`src/rtl/cpu_debug_monitor.sv`:
```
// Debug monitor: run/step control of a CPU core, retired-instruction counter, WWD capture FIFO, register view mux.
// Optional macro WWD_FIFO_HALT_EN: halt the core while the WWD FIFO is full instead of dropping data.
module cpu_debug_monitor #(
    parameter int unsigned WORD_SIZE  = 16,
    parameter int unsigned PC_SIZE    = 8,
    parameter int unsigned NUM_SEL    = 4,
    parameter int unsigned FIFO_DEPTH = 8
) (
    input  logic                         clk,
    input  logic                         reset_cpu,
    input  logic                         cpu_enable,
    input  logic                         step_mode,
    input  logic                         step_req,
    input  logic                         inst_done,
    input  logic [WORD_SIZE-1:0]         pc,
    input  logic                         wwd_valid,
    input  logic [WORD_SIZE-1:0]         wwd_data,
    input  logic [NUM_SEL*WORD_SIZE-1:0] reg_view_data,
    input  logic [$clog2(NUM_SEL)-1:0]   register_selection,
    input  logic                         pop,
    output logic                         cpu_run,
    output logic [WORD_SIZE-1:0]         num_inst,
    output logic [WORD_SIZE-1:0]         output_port,
    output logic [WORD_SIZE-1:0]         reg_view_out,
    output logic [PC_SIZE-1:0]           PC_below_8bit,
    output logic                         fifo_empty,
    output logic [$clog2(FIFO_DEPTH):0]  wwd_count,
    output logic                         wwd_overflow
);

    localparam int unsigned SEL_W = $clog2(NUM_SEL);
    localparam int unsigned PTR_W = $clog2(FIFO_DEPTH);
    localparam int unsigned CNT_W = PTR_W + 1;

    typedef enum logic [2:0] {
        IDLE      = 3'd0,
        RUN       = 3'd1,
        STEP_WAIT = 3'd2,
        STEP_RUN  = 3'd3,
        HALT      = 3'd4
    } state_e;

    state_e                 state_q, state_d;
    logic                   cpu_run_q, cpu_run_d;
    logic                   step_req_q;
    logic                   step_rise;
    logic [WORD_SIZE-1:0]   num_inst_q, num_inst_d;
    logic [PC_SIZE-1:0]     pc_low_q, pc_low_d;
    logic [WORD_SIZE-1:0]   view_q, view_d;
    logic [WORD_SIZE-1:0]   mem_q [FIFO_DEPTH];
    logic [PTR_W-1:0]       wr_ptr_q, wr_ptr_d;
    logic [PTR_W-1:0]       rd_ptr_q, rd_ptr_d;
    logic [CNT_W-1:0]       count_q, count_d;
    logic [WORD_SIZE-1:0]   head_q, head_d;
    logic                   empty_q, empty_d;
    logic                   overflow_q, overflow_d;
    logic                   fifo_full;
    logic                   rd_en;
    logic                   wr_en;
    logic                   unused_pc;

    assign unused_pc = ^pc;
    assign step_rise = step_req & ~step_req_q;

    // FIFO bookkeeping; a pop frees the slot a same-cycle push needs when full
    always_comb begin
        fifo_full  = (count_q == CNT_W'(FIFO_DEPTH));
        rd_en      = pop & (count_q != '0);
        wr_en      = wwd_valid & (~fifo_full | rd_en);
        wr_ptr_d   = wr_ptr_q + PTR_W'(wr_en);
        rd_ptr_d   = rd_ptr_q + PTR_W'(rd_en);
        count_d    = count_q + CNT_W'(wr_en) - CNT_W'(rd_en);
        empty_d    = (count_d == '0);
        head_d     = '0;
        if (!empty_d) begin
            // new head may be the entry being written this very edge
            if (wr_en && (wr_ptr_q == rd_ptr_d)) begin
                head_d = wwd_data;
            end else begin
                head_d = mem_q[rd_ptr_d];
            end
        end
`ifdef WWD_FIFO_HALT_EN
        overflow_d = 1'b0;
`else
        overflow_d = overflow_q | (wwd_valid & fifo_full & ~rd_en);
`endif
    end

    // run/step control state machine
    always_comb begin
        state_d = state_q;
        case (state_q)
            IDLE: begin
                if (cpu_enable) state_d = step_mode ? STEP_WAIT : RUN;
            end
            RUN: begin
                if (!cpu_enable)    state_d = IDLE;
                else if (step_mode) state_d = STEP_WAIT;
            end
            STEP_WAIT: begin
                if (!cpu_enable)     state_d = IDLE;
                else if (step_rise)  state_d = STEP_RUN;
                else if (!step_mode) state_d = RUN;
            end
            STEP_RUN: begin
                if (!cpu_enable)    state_d = IDLE;
                else if (inst_done) state_d = step_mode ? STEP_WAIT : RUN;
            end
            HALT: begin
`ifdef WWD_FIFO_HALT_EN
                if (!cpu_enable)                             state_d = IDLE;
                else if (count_d != CNT_W'(FIFO_DEPTH))      state_d = step_mode ? STEP_WAIT : RUN;
`else
                state_d = IDLE;
`endif
            end
            default: state_d = IDLE;
        endcase
`ifdef WWD_FIFO_HALT_EN
        if (cpu_enable && (count_d == CNT_W'(FIFO_DEPTH)) &&
            (state_q == RUN || state_q == STEP_WAIT || state_q == STEP_RUN)) begin
            state_d = HALT;
        end
`endif
        cpu_run_d = (state_d == RUN) || (state_d == STEP_RUN);
    end

    // instruction counter, PC capture and register view
    always_comb begin
        num_inst_d = num_inst_q;
        pc_low_d   = pc_low_q;
        if (inst_done && cpu_run_q) begin
            num_inst_d = num_inst_q + WORD_SIZE'(1);
            pc_low_d   = pc[PC_SIZE-1:0];
        end
        view_d = '0;
        for (int k = 0; k < int'(NUM_SEL); k++) begin
            if (register_selection == SEL_W'(k)) view_d = reg_view_data[k*WORD_SIZE +: WORD_SIZE];
        end
    end

    always_ff @(posedge clk or negedge reset_cpu) begin
        if (!reset_cpu) begin
            state_q    <= IDLE;
            cpu_run_q  <= 1'b0;
            step_req_q <= 1'b0;
            num_inst_q <= '0;
            pc_low_q   <= '0;
            view_q     <= '0;
            wr_ptr_q   <= '0;
            rd_ptr_q   <= '0;
            count_q    <= '0;
            head_q     <= '0;
            empty_q    <= 1'b1;
            overflow_q <= 1'b0;
        end else begin
            state_q    <= state_d;
            cpu_run_q  <= cpu_run_d;
            step_req_q <= step_req;
            num_inst_q <= num_inst_d;
            pc_low_q   <= pc_low_d;
            view_q     <= view_d;
            wr_ptr_q   <= wr_ptr_d;
            rd_ptr_q   <= rd_ptr_d;
            count_q    <= count_d;
            head_q     <= head_d;
            empty_q    <= empty_d;
            overflow_q <= overflow_d;
        end
    end

    // storage needs no reset: pointers and count define validity
    always_ff @(posedge clk) begin
        if (wr_en) mem_q[wr_ptr_q] <= wwd_data;
    end

    assign cpu_run       = cpu_run_q;
    assign num_inst      = num_inst_q;
    assign output_port   = head_q;
    assign reg_view_out  = view_q;
    assign PC_below_8bit = pc_low_q;
    assign fifo_empty    = empty_q;
    assign wwd_count     = count_q;
    assign wwd_overflow  = overflow_q;

endmodule
```
`config.mk`:
```
export PLATFORM = sky130hd
export DESIGN_NAME = cpu_debug_monitor
export DESIGN_NICKNAME = d
export VERILOG_FILES = /design/src/rtl/cpu_debug_monitor.sv
export SDC_FILE = /design/constraint.sdc
export NUM_CORES = 1
export LEC_CHECK = 0
export BUFFER_PORTS_ARGS = -buffer_cell sky130_fd_sc_hd__buf_2
export CORE_AREA = 2 2 125 127
export CTS_CLUSTER_SIZE = 24
export DETAILED_ROUTE_END_ITERATION = 10
export DIE_AREA = 0 0 127 129
export HOLD_SLACK_MARGIN = 0.12
export PLACE_DENSITY_LB_ADDON = 0.1
export SLEW_MARGIN = 20
export SYNTH_ARGS = -nofsm -noshare
export SYNTH_HDL_FRONTEND = slang
export SYNTH_SLANG_ARGS = --single-unit
```
`constraint.sdc`:
```
create_clock -name clk -period 4.12 [get_ports clk]
set_input_delay 0.412 -clock clk [delete_from_list [all_inputs] [get_ports clk]]
set_output_delay 0.412 -clock clk [all_outputs]
set_load 0.005 [all_outputs]
```
# --- Yosys cells after proc, flatten, opt, wreduce, memory -nomap -nowiden ---
# Memory sizes are Yosys's and may differ from the RTL's.
# Index checks and enable logic that the tools add are counted.
word_totals:
  ff_bits: 73
  mem_bits_rw: 128
  inputBits: 106
  n_memories: 1
  output_inout_bits: 63
op_classes:
  eq_ne: 10
  muxes: 18
  bitwise_logic: 10
  n_reduce_logical: 7
  addsub: 5
mem_list:
  columns: ["name", "depth", "width", "rd", "rd_clocked_by_memory_dff", "write_ports", "line_no", "rtl"]
  rows:
  - ["mem_q", 8, 16, 1, 0, 1, "50", "logic [WORD_SIZE-1:0] mem_q [FIFO_DEPTH];"]
ops:
  columns: ["operator", "n"]
  rows:
  - ["$mux 16", 6]
  - ["$mux 3", 8]
  - ["$add 16x1->16 const B", 1]
  - ["$pmux 3 s4", 1]
  - ["$eq 3x2->1 const B", 3]
  - ["$add 3x1->3", 2]
  - ["$eq 3x1->1 const B", 2]
  - ["$and 1x1->1", 5]
  - ["$add 4x1->4", 1]
  - ["$eq 2x2->1 const B", 2]
  - ["$eq 4x4->1 const B", 1]
  - ["$logic_not 4->1", 1]
  - ["$reduce_bool 4->1", 1]
  - ["$sub 4x1->4", 1]
  - ["$eq 3x3->1", 1]
  - ["$logic_not 3->1", 1]
  - ["$not 1->1", 3]
  - ["$eq 2x1->1 const B", 1]
  - ["$logic_and 1x1->1", 2]
  - ["$logic_not 2->1", 1]
  - ["$mux 1", 2]
  - ["$mux 2", 1]
  - ["$or 1x1->1", 2]
  - ["$logic_or 1x1->1", 1]

# --- Logic depth before layout (Yosys ltp) ---
logic_depth:
  word_depth: 8
  ltp_mapped: 14
  mapped_depth_nobuf: 12

# --- Worst setup path after synthesis ---
# OpenSTA, ideal clock, no wires.
synth_timing:
  kind: "register to register"
  start: "register count_q[2], in the netlist wwd_count[2]"
  end: "memory mem_q[4][0], enable pin"
  slack_ps: 902
  setup_time_ps: 436
  arrival_time_ps: 2782
  n_path_buf: 1
  required_time_ps: 3684
  synth_period_minus_slack_ps: 3218
  stages_incl_launch_ff: 7
  path_cell_list: "dfrtp_1 inv_1 ha_1 nor2b_2 o41ai_2 buf_4 nor4b_1"
synth_via:
  elab_chain_cells: 6
  word_cells_on_any_way: 8
synth_lines:
  columns: ["element", "line_no", "rtl"]
  rows:
  - ["start: declaration", "53", "logic [CNT_W-1:0] count_q, count_d;"]
  - ["start signal: assignment", "166", "count_q <= count_d;"]
  - ["$reduce_bool 4->1 / $eq 4x4->1 (equally long branches)", "68, 67", null]
  - ["$and 1x1->1 / $not 1->1 (equally long branches)", "68, 69", null]
  - ["$or 1x1->1 (*)", "69", "wr_en = wwd_valid & (~fifo_full | rd_en);"]
  - ["$and 1x1->1 (*)", "69", null]
  - ["$mux 1 (*)", "175", "if (wr_en) mem_q[wr_ptr_q] <= wwd_data;"]
  - ["$mux 1 (not written as such) (*)", "175", null]
  - ["end: declaration", "50", null]
# Every way passes the cells marked *; elsewhere a longest branch is shown, timed or not.

# --- Worst setup path after layout ---
layout_timing:
  start: "register count_q[2], in the netlist wwd_count[2]"
  end: "register head_q[9], in the netlist output_port[9]"
layout_via:
  elab_chain_cells: 8
  word_cells_on_any_way: 15
layout_lines:
  columns: ["element", "line_no", "rtl"]
  rows:
  - ["$reduce_bool 4->1 / $eq 4x4->1 (equally long branches)", "68, 67", null]
  - ["$and 1x1->1 / $not 1->1 (equally long branches)", "68, 69", null]
  - ["$or 1x1->1", "69", null]
  - ["$and 1x1->1", "69", null]
  - ["$add 4x1->4", "72", "count_d = count_q + CNT_W'(wr_en) - CNT_W'(rd_en);"]
  - ["$sub 4x1->4 (*)", "72", null]
  - ["via count_d[1]", "53", null]
  - ["$logic_not 4->1 (*)", "73", "empty_d = (count_d == '0);"]
  - ["$mux 16 (*)", "75", "if (!empty_d) begin"]
  - ["via head_d[9]", "54", "logic [WORD_SIZE-1:0] head_q, head_d;"]
  - ["end signal: assignment", "154", "head_q <= '0;"]
  - ["end signal: assignment", "167", "head_q <= head_d;"]
  - ["end: declaration", "54", null]
# Mark *: on every way through the listed nets, which the timed path passes. The rest lies on a longest branch.
# A chain may end at the register's enable or synchronous reset.

==> flow_metrics.tcl <==
set metrics [dict create \
    grtUsageTotal_pct 20.9 \
    path_clk_slew_ns 0.06 \
    path_max_fanout 23 \
    cap_viol_max_count 0 \
    grt_max_degree 74 \
    vdd_drop_max_uv 322 \
    initial_core_util_pct 54.5 \
    io_pins 169 \
    hold_viol_final 0 \
    fmax_mhz 325 \
    critPathMostFrequentCell "inv_1" \
    crit_chain "inv_1, ha_1, inv_1, o41ai_4, buf_4, mux2i_1, ha_1, inv_1, fa_1, inv_1, nor4b_1, mux2i_1, buf_4, o211a_1" \
    hp-class "in2async" \
    slowest_stage "fa_1" \
    vias 4558 \
    start_kind "flip-flop" \
    cts_setup_buffers 0 \
    fp-row-count 45 \
    status "finished, final reports clean" \
    clk_latency_ns 0.48 \
    antenna_cells 0 \
    syn_inst 431 \
    worst-path-buf-inv 6 \
    wl_um 16600 \
    antenna_found_initial 0 \
    die_w_um 127 \
    syn_area_per_cell_um2 18.9 \
    ys_warn_count 0 \
    rsz0062_at_grt "no" \
    multi_input_area_um2 2380 \
    synth_area_um2 8160 \
    cts_sinks 201 \
    ys_seq_area_share_pct 69.5 \
    clockBufferDepth 3 \
    drt-vias-per-instance 5.63 \
    postLayoutCoreUtil_pct 66.1 \
    die_y_um 129 \
    drt_iter0_drc 275 \
    power_density_nw_per_um2 700 \
    post-dp-hpwl_um 10600 \
    p_leak_nw 4.04 \
    ant_nets 0 \
    slew_headroom_pct 28.8 \
    synth-seq-cells 201 \
    routedWlPerCell_um 20.5 \
    setup_violations 0 \
    cts_buffers 20 \
    fin_tns_setup_ns 0 \
    cp-end-kind "flip-flop" \
    cts_tree "built" \
    core_area_um2 15000 \
    port_buffers 160 \
    finalCritPeriodShare_pct 74.7 \
    grt_pass1_wl_um 26000 \
    fillers 1051 \
    drive_gt1_share_pct 44.3 \
    critical_path_class "reg2reg" \
    cts_root_buffer "clkbuf_16" \
    layout.nets 724 \
    die-area_um2 16400 \
    slowest_delay_ns 0.40 \
    slew_violations 0 \
    tightest_slew_ns 1.06 \
    arrival_ns 3.49 \
    syn_to_final_growth_pct 21.3 \
    overflow 0 \
    drtPass1Iterations 4 \
    syn_nets 548 \
    seq_area_um2 5670 \
    gp_congestion 0.844 \
    crit_family "buffers and inverters" \
    drc_errors 0 \
    finalCriticalPeriod_ns 3.08 \
    synth_cell_types 45 \
    worst_clock_skew_ns 0.0105 \
    first_global_vias 4931 \
    h-tree-depth 1 \
    worstPathRequired_ns 4.53 \
]
[worst register-to-register path, stage by stage (launching register included)]
cell,delay [ns]
dfrtp_1,0.37
inv_1,0.10
ha_1,0.20
inv_1,0.08
o41ai_4,0.27
buf_4,0.36
mux2i_1,0.14
ha_1,0.22
inv_1,0.07
fa_1,0.40
inv_1,0.10
nor4b_1,0.06
mux2i_1,0.14
buf_4,0.29
o211a_1,0.23
[cells in the mapped netlist, drive strengths merged]
master           n  area, µm²
or2              3       18.8
nor3b            3       22.5
o41ai            1       16.3
nand4            4       25.0
nand2b           1       6.26
dfrtp           72       1800
dlygate4sd1      1       8.76
dfstp            1       26.3
nor4b            3       26.3
buf             14        105
clkdlybuf4s18    1       10.0
nor2b            2       15.0
fa               1       20.0
a21oi            4       20.0
conb             1       3.75
mux4            48       1080
a21o             1       7.51
o21ai           17       85.1
nand3            4       25.0
xnor2           15        139
nor3             4       20.0
mux2             9        101
edfxtp         128       3840
o211a           16        160
clkbuf           6       22.5
xnor3            1       22.5
nand2           11       41.3
a41o             1       10.0
mux2i           18        180
and2             1       6.26
inv             12       45.0
xor2             6       60.1
and3             3       18.8
nor2             5       18.8
ha              10        125
nor4             3       25.0
[cell usage in the layout (no fill, tap or decap), drive strengths merged, types with 12 or more instances in the layout]
cell type / count
buf: 174
edfxtp: 128
dfrtp: 72
mux4: 48
clkbuf: 30
mux2i: 18
o21ai: 17
o211a: 16
xnor2: 15
inv: 12
[kinds of logic (layout without fill, tap and decap cells)]
kind of cell,count (synthesis),after routing,synth area share [%]
flops,201,201,69.5
mux,75,75,16.7
simple gates,47,47,3.30
compound gates,40,40,3.66
buf+inv,34,224,2.34
xor+xnor,22,22,2.71
fa+ha+maj,11,11,1.78
other cells,1,1,0.0459
[per-stage QoR]
step	power, W	hold WS, ns	cells	setup WS [ns]	area, µm²
6_report	0.00693	0.0926	809	1.04	9900
5_1_grt	0.00730	0.150	809	0.827	9900
4_1_cts	0.00702	0.123	809	1.02	9900
3_5_place_dp	0.00527	0.453	771	1.04	9250
3_3_place_gp	0.00519	0.447	771	1.08	9250
2_1_floorplan	0.00450	0.116	431	0.902	8160
[timing repair]
item	CTS	global route
hold endpoints to repair	3	0
hold buffers	2	0
gates resized for setup	0	0
[power by group]
group / internal, W / switching [W] / total (W) / leakage [nW]
sequential: 0.00257 / 0.000186 / 0.00275 / 2.05
combinational: 0.00123 / 0.00121 / 0.00244 / 1.69
clock: 0.00103 / 0.000702 / 0.00174 / 0.310
total: 0.00483 / 0.00210 / 0.00693 / 4.04
[state kept, by name, indices dropped and copies added, names as in the netlist, 4 cells and up]
signal,flops
PC_below_8bit,8
mem_q,128
num_inst,16
output_port,16
reg_view_out,16
wwd_count,4
[layer usage]
metal  part of all wire, %  vias to the layer above  GRT usage (%)
li1                      -                     2044              -
met1                    39                     2281           26.3
met2                    51                      204           36.4
met3                   8.1                       29           4.66
met4                   2.1                        0           6.79
met5                     0                        -              0
[area by class of cell]
cell class | instances | share of cell area [%]
Sequential cell | 201 | 57.3
Multi-Input combinational cell | 196 | 24.0
Timing Repair Buffer | 176 | 9.50
Clock buffer | 30 | 5.85
Tap cell | 188 | 2.38
Clock inverter | 6 | 0.531
Inverter | 12 | 0.455
[final timing paths]
check | to | start | cells past startpoint | slack (ns)
worst min register to register | wwd_overflow | wwd_overflow | 1 | 0.46
worst max register to register | output_port[9] | wwd_count[2] | 14 | 1.04
min in group clk | PC_below_8bit[5] | pc[5] | 2 | 0.17
worst min-delay path | cpu_run | reset_cpu | 1 | 0.09
worst max-delay path | output_port[9] | wwd_count[2] | 14 | 1.04
max in group asynchronous | output_port[9] | reset_cpu | 1 | 3.39
Note: power is estimated with default switching activity, not from simulation.
